==> src/rtl/n8877_img.sv <==
// MB8877-style floppy controller: CPU-side register set with sector data backed by a
// linear disk-image memory. One access per cs assertion; type II data moves become memory cycles.
module n8877_img #(
  parameter int                        DRV_BITS  = 2,
  parameter int                        SPT_BITS  = 4,
  parameter int                        SECT_BITS = 8,
  parameter logic [(1<<DRV_BITS)-1:0]  DEF_WP    = '0,
  parameter logic [7:0]                BUSFREE   = 8'h00,
  parameter int                        MA_W      = DRV_BITS+8+SPT_BITS+SECT_BITS
) (
  input  logic            clk,
  input  logic            rst_n,
  input  logic            cs,
  input  logic [2:0]      addr,
  input  logic            wr,
  input  logic [7:0]      wdata,
  output logic [7:0]      rdata,
  output logic            wait_n,
  output logic            intr,
  output logic [MA_W-1:0] maddr,
  output logic            mreq,
  output logic            mwe,
  output logic [1:0]      mbe,
  output logic [15:0]     mwdata,
  input  logic [15:0]     mrdata,
  input  logic            mack
);

  localparam int         NDRV  = 1 << DRV_BITS;
  localparam logic [8:0] NSECT = 9'(1 << SPT_BITS);

  typedef enum logic [2:0] {IDLE, REG, MRD, MWR, ADV} state_t;

  state_t                  state;
  logic                    cs_s, cs_d, cs_rise;
  logic [NDRV-1:0][7:0]    trk;
  logic [7:0]              sector, data, cmd, rdata_r, cur_trk, stat, lane;
  logic [SECT_BITS-1:0]    byte_cnt;
  logic [SPT_BITS-1:0]     sec_idx;
  logic [DRV_BITS-1:0]     drv;
  logic                    head, busy, rnf, wperr, step_dir, intr_pend, wait_n_r;
  logic                    rd_mode, wr_mode, sec_bad;

  function automatic logic [7:0] step(input logic [7:0] t, input logic dir_in);
    if (dir_in) return (t == 8'hFF) ? t : t + 8'd1;
    return (t == 8'h00) ? t : t - 8'd1;
  endfunction

  assign cs_rise = cs_s & ~cs_d;
  assign cur_trk = trk[drv];
  assign sec_idx = SPT_BITS'(sector - 8'd1);
  assign maddr   = {drv, cur_trk[6:0], head, sec_idx, byte_cnt};
  assign lane    = maddr[0] ? mrdata[15:8] : mrdata[7:0];
  assign rd_mode = busy && cmd[7:5] == 3'b100;
  assign wr_mode = busy && cmd[7:5] == 3'b101;
  assign sec_bad = sector == 8'd0 || {1'b0, sector} > NSECT;
  // Status layout follows the last command class: type II shows error flags, all else type I.
  assign stat = (cmd[7:6] == 2'b10) ? {1'b0, wperr, 1'b0, rnf, 2'b00, busy, busy}
                                    : {1'b0, DEF_WP[drv], 1'b1, 2'b00, cur_trk == 8'd0, 1'b1, busy};
  assign rdata  = cs ? rdata_r : BUSFREE;
  assign wait_n = cs ? wait_n_r : 1'b1;

  always_ff @(posedge clk or negedge rst_n) begin
    if (!rst_n) begin
      state     <= IDLE;
      cs_s      <= 1'b0;
      cs_d      <= 1'b0;
      trk       <= '0;
      sector    <= 8'd1;
      data      <= 8'hE5;
      cmd       <= 8'h00;
      rdata_r   <= BUSFREE;
      byte_cnt  <= '0;
      drv       <= '0;
      head      <= 1'b0;
      busy      <= 1'b0;
      rnf       <= 1'b0;
      wperr     <= 1'b0;
      step_dir  <= 1'b1;
      intr_pend <= 1'b0;
      intr      <= 1'b0;
      wait_n_r  <= 1'b1;
      mreq      <= 1'b0;
      mwe       <= 1'b0;
      mbe       <= 2'b00;
      mwdata    <= 16'h0000;
    end else begin
      cs_s <= cs;
      cs_d <= cs_s;
      if (intr_pend) begin
        intr      <= 1'b1;
        intr_pend <= 1'b0;
      end
      case (state)
        IDLE: begin
          wait_n_r <= 1'b1;
          if (cs_rise) begin
            wait_n_r <= 1'b0;
            if (addr == 3'd3 && rd_mode) begin
              state <= MRD;
              mreq  <= 1'b1;
              mwe   <= 1'b0;
            end else if (addr == 3'd3 && wr_mode) begin
              state  <= MWR;
              mreq   <= 1'b1;
              mwe    <= 1'b1;
              mbe    <= maddr[0] ? 2'b10 : 2'b01;
              mwdata <= {wdata, wdata};
              data   <= wdata;
            end else begin
              state <= REG;
            end
          end
        end
        REG: begin
          state <= IDLE;
          case (addr)
            3'd0: if (wr) begin
              cmd  <= wdata;
              intr <= 1'b0;
              if (!wdata[7]) begin
                busy      <= 1'b0;
                intr_pend <= 1'b1;
                case (wdata[6:5])
                  2'b00:   trk[drv] <= wdata[4] ? data : 8'h00;
                  2'b01:   trk[drv] <= step(cur_trk, step_dir);
                  2'b10:   begin step_dir <= 1'b1; trk[drv] <= step(cur_trk, 1'b1); end
                  default: begin step_dir <= 1'b0; trk[drv] <= step(cur_trk, 1'b0); end
                endcase
              end else if (!wdata[6]) begin
                byte_cnt <= '0;
                rnf      <= 1'b0;
                wperr    <= 1'b0;
                if (sec_bad) begin
                  rnf  <= 1'b1;
                  busy <= 1'b0;
                  intr <= 1'b1;
                end else if (wdata[5] && DEF_WP[drv]) begin
                  wperr <= 1'b1;
                  busy  <= 1'b0;
                  intr  <= 1'b1;
                end else begin
                  busy <= 1'b1;
                end
              end else if (wdata[7:4] == 4'hD) begin
                // Force-interrupt: only the immediate-interrupt flag raises INTRQ.
                busy <= 1'b0;
                intr <= wdata[3];
              end else begin
                busy <= 1'b0;
                intr <= 1'b1;
              end
            end else begin
              rdata_r <= stat;
              intr    <= 1'b0;
            end
            3'd1: if (wr) trk[drv] <= wdata; else rdata_r <= cur_trk;
            3'd2: if (wr) sector <= wdata;   else rdata_r <= sector;
            3'd3: if (wr) data <= wdata;     else rdata_r <= data;
            default: if (wr) begin
              drv  <= wdata[DRV_BITS-1:0];
              head <= wdata[4];
            end else begin
              rdata_r <= BUSFREE;
            end
          endcase
        end
        MRD: if (mack) begin
          mreq    <= 1'b0;
          rdata_r <= lane;
          data    <= lane;
          state   <= ADV;
        end
        MWR: if (mack) begin
          mreq  <= 1'b0;
          mwe   <= 1'b0;
          mbe   <= 2'b00;
          state <= ADV;
        end
        ADV: begin
          state    <= IDLE;
          byte_cnt <= byte_cnt + 1'b1;
          if (&byte_cnt) begin
            if (cmd[4] && {1'b0, sector} < NSECT) begin
              sector <= sector + 8'd1;
            end else begin
              busy <= 1'b0;
              intr <= 1'b1;
            end
          end
        end
        default: state <= IDLE;
      endcase
    end
  end

endmodule

==> config.mk <==
export PLATFORM = sky130hd
export DESIGN_NAME = n8877_img
export DESIGN_NICKNAME = d
export VERILOG_FILES = /design/src/rtl/n8877_img.sv
export SDC_FILE = /design/constraint.sdc
export NUM_CORES = 1
export LEC_CHECK = 0
export ABC_AREA = 1
export ABC_CLOCK_PERIOD_IN_PS = 3600
export BUFFER_PORTS_ARGS = -buffer_cell sky130_fd_sc_hd__buf_4
export CAP_MARGIN = 20
export CELL_PAD_IN_SITES_DETAIL_PLACEMENT = 1
export CELL_PAD_IN_SITES_GLOBAL_PLACEMENT = 1
export CORE_UTILIZATION = 42
export DETAILED_ROUTE_END_ITERATION = 6
export PLACE_DENSITY = 0.82
export SLEW_MARGIN = 5
export SYNTH_ARGS = -nofsm -noshare
export SYNTH_HDL_FRONTEND = slang
export SYNTH_SLANG_ARGS = --single-unit
==> constraint.sdc <==
create_clock -name clk -period 3.6 [get_ports clk]
set_input_delay 0.9 -clock clk [delete_from_list [all_inputs] [get_ports clk]]
set_output_delay 0.9 -clock clk [all_outputs]
set_load 0.1 [all_outputs]
Word-level counts from Yosys, hierarchy flattened

Index checks and enable logic that the tools add are counted.

Flip-flop bits (word level): 107
Output and inout port bits: 52
Input port bits: 32
Word-level logic and storage cells: 230

Equality and inequality tests: 34
Add/subtract/negate cells: 5
Reduce and logical (&&, ||, !) cells: 38
Magnitude comparators: 4
Mux-type cells: 117
Bitwise operators: 7

Operators with widths:

| cell                                                           | count |
|---|---|
| two-way mux 8 bit                                              | 38 |
| bitwise mux 32 bit                                             | 5 |
| two-way mux 32 bit                                             | 3 |
| case mux 32 bit (3 select lines)                               | 1 |
| case mux 32 bit (2 select lines)                               | 1 |
| case mux 8 bit (2 select lines)                                | 3 |
| two-way mux 1 bit                                              | 44 |
| != test 2 bit (second input constant)                          | 18 |
| AND reduction 5 bit                                            | 7 |
| case mux 8 bit (4 select lines)                                | 1 |
| adder 8 x 1 -> 8 bit (second input constant)                   | 3 |
| case mux 8 bit (3 select lines)                                | 1 |
| binary-select mux 8 bit (select 2 bit)                         | 1 |
| demux 8 bit (select 2 bit)                                     | 1 |
| zero test 8 bit                                                | 2 |
| two-way mux 2 bit                                              | 7 |
| == test 3 x 2 -> 1 bit (second input constant)                 | 4 |
| AND reduction 4 bit                                            | 3 |
| case mux 1 bit (2 select lines)                                | 5 |
| nonzero test 2 bit                                             | 5 |
| == test 3 bit (second input constant)                          | 3 |
| AND reduction 3 bit                                            | 3 |
| == test 8 bit (second input constant)                          | 1 |
| greater-than comparator 8 x 5 -> 1 bit (second input constant) | 1 |
| 28 further kinds                                               | 44 |

Longest topological paths before layout

Gate-level depths: netlist of run 1.

Depth after elaboration: 17
Mapped depth: 22
Gate-level depth less buffers: 20

Worst setup path after synthesis of run 1

No wires, ideal clock.

Kind: register -> output
Start point: register sector[0]
End point: output maddr[10]
Setup slack: -69 ps
Cell stages (with the launch flop): 4
Data required time: 2700 ps
Arrival time: 2769 ps
Buffers on the path: 0
Cells stage by stage: dfstp_2 -> inv_1 -> ha_1 -> xor2_1

Word-level cells in the longest chain between the ends: 1

Ends and longest elaborated chain:

| element                   | line | text |
|---|---|---|
| start: declaration        | 37   | `logic [7:0] sector, data, cmd, rdata_r, cur_trk, stat, lane;` |
| start signal: assignment  | 158  | `3'd2: if (wr) sector <= wdata; else rdata_r <= sector;` |
| start signal: assignment  | 185  | `sector <= sector + 8'd1;` |
| subtractor 4 x 1 -> 4 bit | 51   | `assign sec_idx = SPT_BITS'(sector - 8'd1);` |
| end: declaration          | 20   | `output logic [MA_W-1:0] maddr,` |

No other way between the ends.

Worst setup path after layout of run 1

Start point: register drv[0]
End point: output maddr[16]

Word-level cells in the longest chain between the ends: 2

Ends and longest elaborated chain:

| element                                 | line | text |
|---|---|---|
| start: declaration                      | 40   | `logic [DRV_BITS-1:0] drv;` |
| start signal: assignment                | 161  | `drv <= wdata[DRV_BITS-1:0];` |
| binary-select mux 8 bit (select 2 bit)  | 50   | `assign cur_trk = trk[drv];` |
| two-way mux 8 bit (implied by the code) | 50   |  |

No other way between the ends. The select of a mux whose other input is x is not followed.

==> results of run 1 <==
## power groups by stage
stage          registers [uW]  clock network, uW  logic, uW
2_1_floorplan            2210                  0       4420
3_3_place_gp             1930                  0       6130
3_5_place_dp             1950                  0       6280
4_1_cts                  1930                982       6320
5_1_grt                  2000               1020       6880
6_report                 1940                972       6370
## area by class of cell
| class | count | area (um2) |
|---|---|---|
| timing repair buffer | 104 | 793.3 |
| fill | 2409 | 8828 |
| inverter | 103 | 386.6 |
| sequential | 94 | 2362 |
| clock buffer | 11 | 242.7 |
| tap | 225 | 281.5 |
| multi-input combinational | 933 | 4479 |
| clock inverter | 5 | 42.54 |
## registers in the layout, summed over array words and instances (netlist names), 2 cells and up
register,flops
byte_cnt,8
cmd,4
data,8
drv,2
mbe,2
mwdata,8
rdata_r,8
sector,8
state,3
trk,32
## worst reg2reg max path, delay by kind of cell (launching register included)
kind            cells  cell delay [ns]
compound gates      1             0.15
buf+inv             2             0.49
flops               1             0.60
simple gates       13             1.62
## cell families (layout without fill, tap and decap cells)
kind of cell	after synthesis	in the layout
buffers and inverters	162	223
muxes	4	4
and+or+nand+nor	641	641
DFF	94	94
adders and majority gates	6	6
AOI/OAI and AO/OA	277	277
xor gates and xnor gates	5	5
## Yosys cell counts (all sizes together) (2+ instances only)
| cell | number |
|---|---|
| nand2 | 350 |
| nor2 | 170 |
| a21oi | 144 |
| inv | 102 |
| nand3 | 93 |
| o21ai | 89 |
| dfrtp | 86 |
| buf | 40 |
| clkbuf | 19 |
| nor3 | 12 |
| dfstp | 8 |
| o22ai | 7 |
| a22oi | 6 |
| ha | 6 |
| o31ai | 6 |
| a21boi | 5 |
| nand4 | 5 |
| xor2 | 5 |
| mux2 | 4 |
| nor4 | 4 |
| o21a | 4 |
| nor3b | 3 |
| o211ai | 3 |
| a31oi | 2 |
| and3 | 2 |
| o2111ai | 2 |
| o221ai | 2 |
| or2 | 2 |
## worst paths after layout
path / from / end / slack, ns / cells after the start
min in group asynchronous: rst_n / rdata_r[4] / 0.53 / 1
min: cs_s / cs_d / 0.38 / 0
max: drv[0] / maddr[16] / 0.34 / 8
min reg2reg: cs_s / cs_d / 0.38 / 0
max reg2reg: drv[0] / trk[21] / 0.66 / 16
max in group asynchronous: rst_n / sector[0] / 2.29 / 2
## metrics by stage
step	hold WS (ns)	instance area [um2]
after CTS	0.3818	8588
after global placement	0.3619	8303
after detailed placement	0.3769	8303
final	0.3772	8588
after global routing	0.3865	8588
after floorplan	0.3540	7528
## routing by layer
metal | wire length (um) | track usage, %
met1 | 12630 | 44.89
met2 | 13620 | 52.72
met3 | 2619 | 6.711
met4 | 807 | 12.92
met5 | 13 | 0
==> flow_summary.json, run 1 <==
{
  "status": "complete, no violations",
  "synth-xor-area-share_pct": 0.5823,
  "p_per_area_nw_per_um2": 1081,
  "maxCapViolations": 0,
  "ioPinCount": 84,
  "worst_pin_slew_ns": 0.7252,
  "cts_max_level": 3,
  "dpl.hpwl_mm": 21.44,
  "clkSinkCount": 94,
  "fin_crit_ns": 3.260,
  "crit_chain": "buf_4 -> nor2_2 -> buf_4 -> nand2_1 -> nand2_1 -> nor2_8 -> inv_2 -> buf_4",
  "coreArea_um2": 17420,
  "numCtsBuffers": 9,
  "stdcell_count": 1475,
  "synthAdderAreaFrac_pct": 0.9982,
  "synth_top_area_cell": "dfrtp_1",
  "power_uw": 9283,
  "dieArea_um2": 18450,
  "clock_path_buffers": 2,
  "synth_area_leaders": "dfrtp_1 (29%), nand2_1 (16%), a21oi_1 (9.5%)",
  "async_flop_share_pct": 100.0,
  "ys_ff_latch": 94,
  "final_cell_mix": "nand2_1 (327), nor2_1 (154), a21oi_1 (143), buf_4 (103), inv_1 (93)",
  "drcViolationCount": 0,
  "final_common_cell": "nand2_1",
  "start_kind": "flop",
  "cp_common_cell": "buf_4",
  "place.gp.congestion": 0.8942,
  "final_nets": 1283,
  "syn-mean-instance-area_um2": 6.325,
  "dp_worst_setup_slack_ns": 0.6756,
  "fin_util_pct": 49.31,
  "routed_via_density": 5.803,
  "cp_max_fo": 27,
  "grt_pass1_wl_mm": 46.86,
  "syn-cell-area_um2": 7521,
  "clockPowerShare_pct": 10.5,
  "clock_latency_ns": 0.37,
  "slowest_delay_ns": 0.53,
  "grt_max_degree": 56,
  "internal_power_uw": 3581,
  "crit_required_ns": 2.70,
  "power_frac_comb_pct": 68.6,
  "leakage_uw": 0.004259,
  "portBuffers": 83,
  "ir_worst_vdd_uv": 941.6,
  "drt_iter0_drc": 790,
  "antenna_found_initial": 2,
  "synth_warnings": 0,
  "slew_violations": 0,
  "cp-end-kind": "output pin",
  "finalSetupTns_ns": 0,
  "die_w_um": 135.8,
  "synth_cell_types": 52,
  "drive_above_1_share_pct": 15.60,
  "synth_cells": 1189,
  "seqPwrFrac_pct": 20.9,
  "slew_headroom_pct": 51.58,
  "floorplan.initialDensity_pct": 43.18,
  "wl_per_cell_um": 20.13,
  "n_antenna_cell": 0,
  "synth-compound-area-share_pct": 20.11,
  "switching_power_uw": 5702,
  "yosys.area_share.simple_pct": 37.07,
  "dp_cells": 1459,
  "timing.final.crit_share_pct": 90.54,
  "dr.pass1.iters": 5,
  "fin_worst_skew_ns": 0.01272,
  "path_clk_slew_ns": 0.08,
  "cp_top_family": "buffers and inverters",
  "synth_top_family_by_area": "simple AND/OR/NAND/NOR gates",
  "setup_viol": 0,
  "synthToLayoutAreaGrowth_pct": 14.19,
  "syn_nets": 1227,
  "rows": 48,
  "drt-total-wl_mm": 29.69,
  "seq_area_frac_synth_pct": 31.41,
  "grt-ovfl-total": 0,
  "cp_slowest_cell": "dfrtp_1",
  "hold_class": "reg2reg",
  "synth_top_area_share_pct": 28.61,
  "swShare_pct": 61.43,
  "post_cts_buffers": 0,
  "final-hold-violation-count": 0,
  "synthMuxAreaShare_pct": 0.5989,
  "worst-path-buf-inv": 4,
  "rsz0062_at_grt": "no",
  "synth_ff_type": "dfrtp_1",
  "grt_usage_pct": 33.49,
  "cts_tree": "done",
  "cts_hold_buf": 0,
  "die_h_um": 135.8,
  "num_vias": 8559,
  "cts_resized": 0,
  "clock.fmax_mhz": 306.8,
  "critPathKind": "reg2out",
  "first_global_vias": 8529,
  "synth_edf_count": 0,
  "critPathArrivalTime_ns": 2.36,
  "ant_nets": 0,
  "root_buffer": "clkbuf_16",
  "setup_slack_ns": 0.3404
}
Note: power is estimated with default switching activity, not from simulation.
==> run 2: changes to the inputs <==
- CELL_PAD_IN_SITES_DETAIL_PLACEMENT: 1 -> not set
- CELL_PAD_IN_SITES_GLOBAL_PLACEMENT: 1 -> not set
- CORE_MARGIN: not set -> 3
- PLACE_DENSITY: 0.82 -> 0.61
==> flow_summary.json, run 2 (synthesis gave the netlist of run 1 again) <==
{
  "critPathArrivalTime_ns": 2.17,
  "hold_ws_ns": 0.3790,
  "cts_tree": "done",
  "rr_startpoint": "drv[0]",
  "cp_top_family": "buffers and inverters",
  "ioPinCount": 84,
  "numCtsBuffers": 9,
  "clock.fmax_mhz": 326.2,
  "slew_headroom_pct": 51.08,
  "leakage_uw": 0.004267,
  "finalSetupTns_ns": 0,
  "cts_max_level": 3,
  "ir_worst_vdd_uv": 1069,
  "dpl.hpwl_mm": 19.49,
  "clock_latency_ns": 0.36,
  "grt_usage_pct": 27.60,
  "num_vias": 8201,
  "fin_worst_skew_ns": 0.01228,
  "largest_register_ffs": 32,
  "routed_via_density": 5.556,
  "clkSinkCount": 94,
  "cp-end-kind": "output pin",
  "root_buffer": "clkbuf_16",
  "start_kind": "flop",
  "coreArea_um2": 17420,
  "rows": 48,
  "first_global_vias": 7482,
  "final_cell_mix": "nand2_1 (327), nor2_1 (154), a21oi_1 (143), buf_4 (104), inv_1 (93)",
  "slew_violations": 0,
  "dieArea_um2": 19550,
  "cp_slowest_cell": "dfrtp_1",
  "wl_per_cell_um": 18.06,
  "n_antenna_cell": 0,
  "drcViolationCount": 0,
  "floorplan.initialDensity_pct": 43.18,
  "drt_iter0_drc": 1035,
  "portBuffers": 83,
  "p_per_area_nw_per_um2": 1077,
  "maxCapViolations": 0,
  "regMostFlops": "trk",
  "synthToLayoutAreaGrowth_pct": 14.32,
  "final-hold-violation-count": 0,
  "critical_path_depth": 8,
  "clock_path_buffers": 2,
  "drt-total-wl_mm": 26.66,
  "design_area_um2": 8598,
  "stdcell_count": 1476,
  "cts_hold_buf": 0,
  "grt_pass1_wl_mm": 42.95,
  "startpoint": "drv[0]",
  "fill_cells": 1858,
  "die_w_um": 139.8,
  "timing.final.crit_share_pct": 85.16,
  "cp_max_fo": 15,
  "slowest_delay_ns": 0.47,
  "die_h_um": 139.8,
  "antenna_found_initial": 0,
  "setup_viol": 0,
  "cp_common_cell": "nand2_1",
  "grt-ovfl-total": 0,
  "ant_nets": 0,
  "post_cts_buffers": 0,
  "final_common_cell": "nand2_1",
  "status": "complete, no violations",
  "reg2reg_slack_ns": 0.65,
  "rsz0062_at_grt": "no",
  "worst-path-buf-inv": 4,
  "reg2reg_to": "trk[24]",
  "crit_required_ns": 2.70,
  "crit_chain": "inv_2 -> buf_4 -> nand2_1 -> nand2_1 -> nand2_1 -> nand2_1 -> buf_4 -> buf_4",
  "fin_crit_ns": 3.066,
  "dp_cells": 1460,
  "r2r_cells": 18,
  "drive_above_1_share_pct": 15.75,
  "final_nets": 1284,
  "worst_pin_slew_ns": 0.7339,
  "cts_resized": 0,
  "place.gp.congestion": 0.9877,
  "path_clk_slew_ns": 0.07,
  "hold_class": "reg2reg",
  "critPathKind": "reg2out",
  "placed_cell_area_um2": 8310,
  "grt_max_degree": 51,
  "cp-endpoint": "maddr[14]",
  "dr.pass1.iters": 6
}
-- run 2: layout make-up --
class	count	area, um2	area share (%)
Sequential cell	94	2362	27.47
Clock inverter	7	62.56	0.7276
Timing Repair Buffer	105	800.8	9.313
Inverter	103	386.6	4.497
Multi-Input combinational cell	933	4479	52.10
Clock buffer	9	225.2	2.619
Tap cell	225	281.5	3.274
-- run 2: worst register-to-register path, delay by kind of cell, from the launching register on --
family                   cells  cell delay (ns)
AO/OA/AOI/OAI                1             0.16
adder cells (fa/ha/maj)      1             0.26
buffers and inverters        2             0.51
flip-flops                   1             0.47
AND/OR/NAND/NOR             14             1.45
-- run 2: layer usage --
layer | part of all wire [%] | track usage [%] | vias to the layer above
met1 | 46 | 41.28 | 3758
li1 | - | - | 4011
met2 | 43 | 40.39 | 387
met3 | 9.0 | 5.670 | 45
met5 | 0 | 0 | -
met4 | 2.5 | 7.547 | 0
-- run 2: power by group --
part           leakage [uW]  switching [uW]  internal, uW
clock              0.000139             489           485
combinational       0.00298            4800          1580
sequential          0.00115             397          1510
-- run 2: worst min path at each step --
| stage | startpoint | end | slack, ns | cells after the start |
|---|---|---|---|---|
| 2_1_floorplan | cs_s | cs_d | 0.35 | 0 |
| 3_3_place_gp | cs_s | cs_d | 0.36 | 0 |
| 3_5_place_dp | cs_s | cs_d | 0.37 | 0 |
| 4_1_cts | cs_s | cs_d | 0.38 | 0 |
| 5_1_grt | cs_s | cs_d | 0.39 | 0 |
| 6_report | cs_s | cs_d | 0.38 | 0 |
-- run 2: stage by stage --
stage	util, %	setup WS (ns)	power [uW]
after floorplan	-	0.01942	6631
after global placement	47.72	0.6394	8186
after detailed placement	47.72	0.5612	8197
after CTS	49.37	0.5520	9180
after global routing	49.37	0.4591	9908
final	49.37	0.5341	9257
==> run 3: changes to the inputs <==
- ABC_CLOCK_PERIOD_IN_PS: 3600 -> 2900
- clock period: 3.6 -> 2.9 ns (I/O delays scaled with it)
==> flow_summary.json, run 3 (synthesis gave the netlist of run 1 again) <==
{
  "coreArea_um2": 17420,
  "clkSinkCount": 94,
  "rows": 48,
  "dpl.hpwl_mm": 19.53,
  "start_kind": "flop",
  "drcViolationCount": 0,
  "placed_cell_area_um2": 8433,
  "gr-usage-met2_pct": 40.90,
  "wl_per_cell_um": 18.07,
  "fin_crit_ns": 2.774,
  "power_frac_comb_pct": 68.5,
  "busiest_layer": "met2",
  "synthToLayoutAreaGrowth_pct": 16.34,
  "cts_hold_buf": 0,
  "ir_worst_vdd_uv": 1240,
  "path_clk_slew_ns": 0.08,
  "status": "complete, no violations",
  "worst_pin_slew_ns": 0.6853,
  "ant_nets": 0,
  "place.gp.congestion": 0.9375,
  "startpoint": "drv[0]",
  "dieArea_um2": 19550,
  "die_h_um": 139.8,
  "grt-ovfl-total": 0,
  "num_vias": 8236,
  "clockPowerShare_pct": 11.1,
  "root_buffer": "clkbuf_16",
  "post_cts_buffers": 0,
  "final-hold-violation-count": 0,
  "ioPinCount": 84,
  "drt_iter0_drc": 1005,
  "drive_above_1_share_pct": 16.80,
  "drt-total-wl_mm": 26.87,
  "internal_power_uw": 4613,
  "routed_via_density": 5.539,
  "setup_viol": 0,
  "numCtsBuffers": 9,
  "cp_max_fo": 12,
  "final_cell_mix": "nand2_1 (326), nor2_1 (154), a21oi_1 (143), buf_4 (115), inv_1 (93)",
  "design_area_um2": 8750,
  "hold_ws_ns": 0.3471,
  "n_antenna_cell": 0,
  "maxCapViolations": 0,
  "first_global_vias": 7611,
  "antenna_found_initial": 0,
  "final_common_cell": "nand2_1",
  "leakage_uw": 0.004337,
  "rr_startpoint": "drv[0]",
  "finalSetupTns_ns": 0,
  "cts_max_level": 3,
  "r2r_cells": 16,
  "grt_usage_pct": 27.42,
  "grtUsageMet3_pct": 6.323,
  "clock.fmax_mhz": 360.5,
  "fin_util_pct": 50.24,
  "cp-end-kind": "output pin",
  "critPathKind": "reg2out",
  "clock_latency_ns": 0.35,
  "regMostFlops": "trk",
  "critPathArrivalTime_ns": 2.05,
  "fin_worst_skew_ns": 0.007992,
  "power_uw": 11570,
  "rsz0062_at_grt": "no",
  "slew_headroom_pct": 54.25,
  "timing.final.crit_share_pct": 95.64,
  "largest_register_ffs": 32,
  "slew_violations": 0,
  "p_per_area_nw_per_um2": 1322,
  "swShare_pct": 60.11,
  "grt_max_degree": 40,
  "floorplan.initialDensity_pct": 43.18,
  "portBuffers": 83,
  "grt_pass1_wl_mm": 42.41,
  "grtUsageMet1_pct": 39.97,
  "crit_required_ns": 2.17,
  "clock_path_buffers": 2,
  "dr.pass1.iters": 5,
  "hold_class": "in2async",
  "seqPwrFrac_pct": 20.4,
  "cts_tree": "done",
  "final_nets": 1295,
  "switching_power_uw": 6953,
  "die_w_um": 139.8,
  "cts_resized": 0
}
-- run 3: cell type report --
cell class | instances | area [um2]
multi-input cells | 933 | 4517
clock inverters | 7 | 91.34
repair buffers | 116 | 883.3
fillers | 1827 | 8667
clock buffers | 9 | 225.2
flip-flops and latches | 94 | 2365
well taps | 225 | 281.5
inverters | 103 | 386.6
-- run 3: power by group through the flow --
stage	Clock (uW)	Combinational (uW)	Sequential, uW
floorplan	0	5530	2760
global placement	0	7800	2360
detailed placement	0	7830	2370
CTS	1320	7850	2340
global route	1370	8580	2440
finish	1290	7920	2350
-- run 3: final timing paths --
check	slack, ns	endpoint
setup reg to reg	0.32	trk[27]
max in group asynchronous	1.85	data[7]
setup / recovery	0.13	maddr[16]
min in group clk	0.38	cs_d
hold / removal	0.35	trk[2]
hold reg to reg	0.38	cs_d
-- run 3: worst max-delay path, stage by stage, from the launching register on --
cell	delay [ns]
dfrtp_2	0.44
buf_4	0.19
nor2_2	0.13
buf_4	0.19
nand2_1	0.07
nand2_1	0.15
nor2_8	0.08
inv_2	0.12
buf_4	0.31
-- run 3: per-stage QoR --
stage               worst slack, ns  std cells
finish                       0.1263       1487
global route                0.04715       1487
CTS                          0.1328       1487
detailed placement           0.3239       1471
global placement             0.3664       1471
floorplan                   0.03630       1189
-- run 3: layer usage --
metal,part of all wire [%],vias up
met2,44,362
met5,0,-
met1,45,3813
met4,2.0,0
met3,9.4,34
li1,-,4027
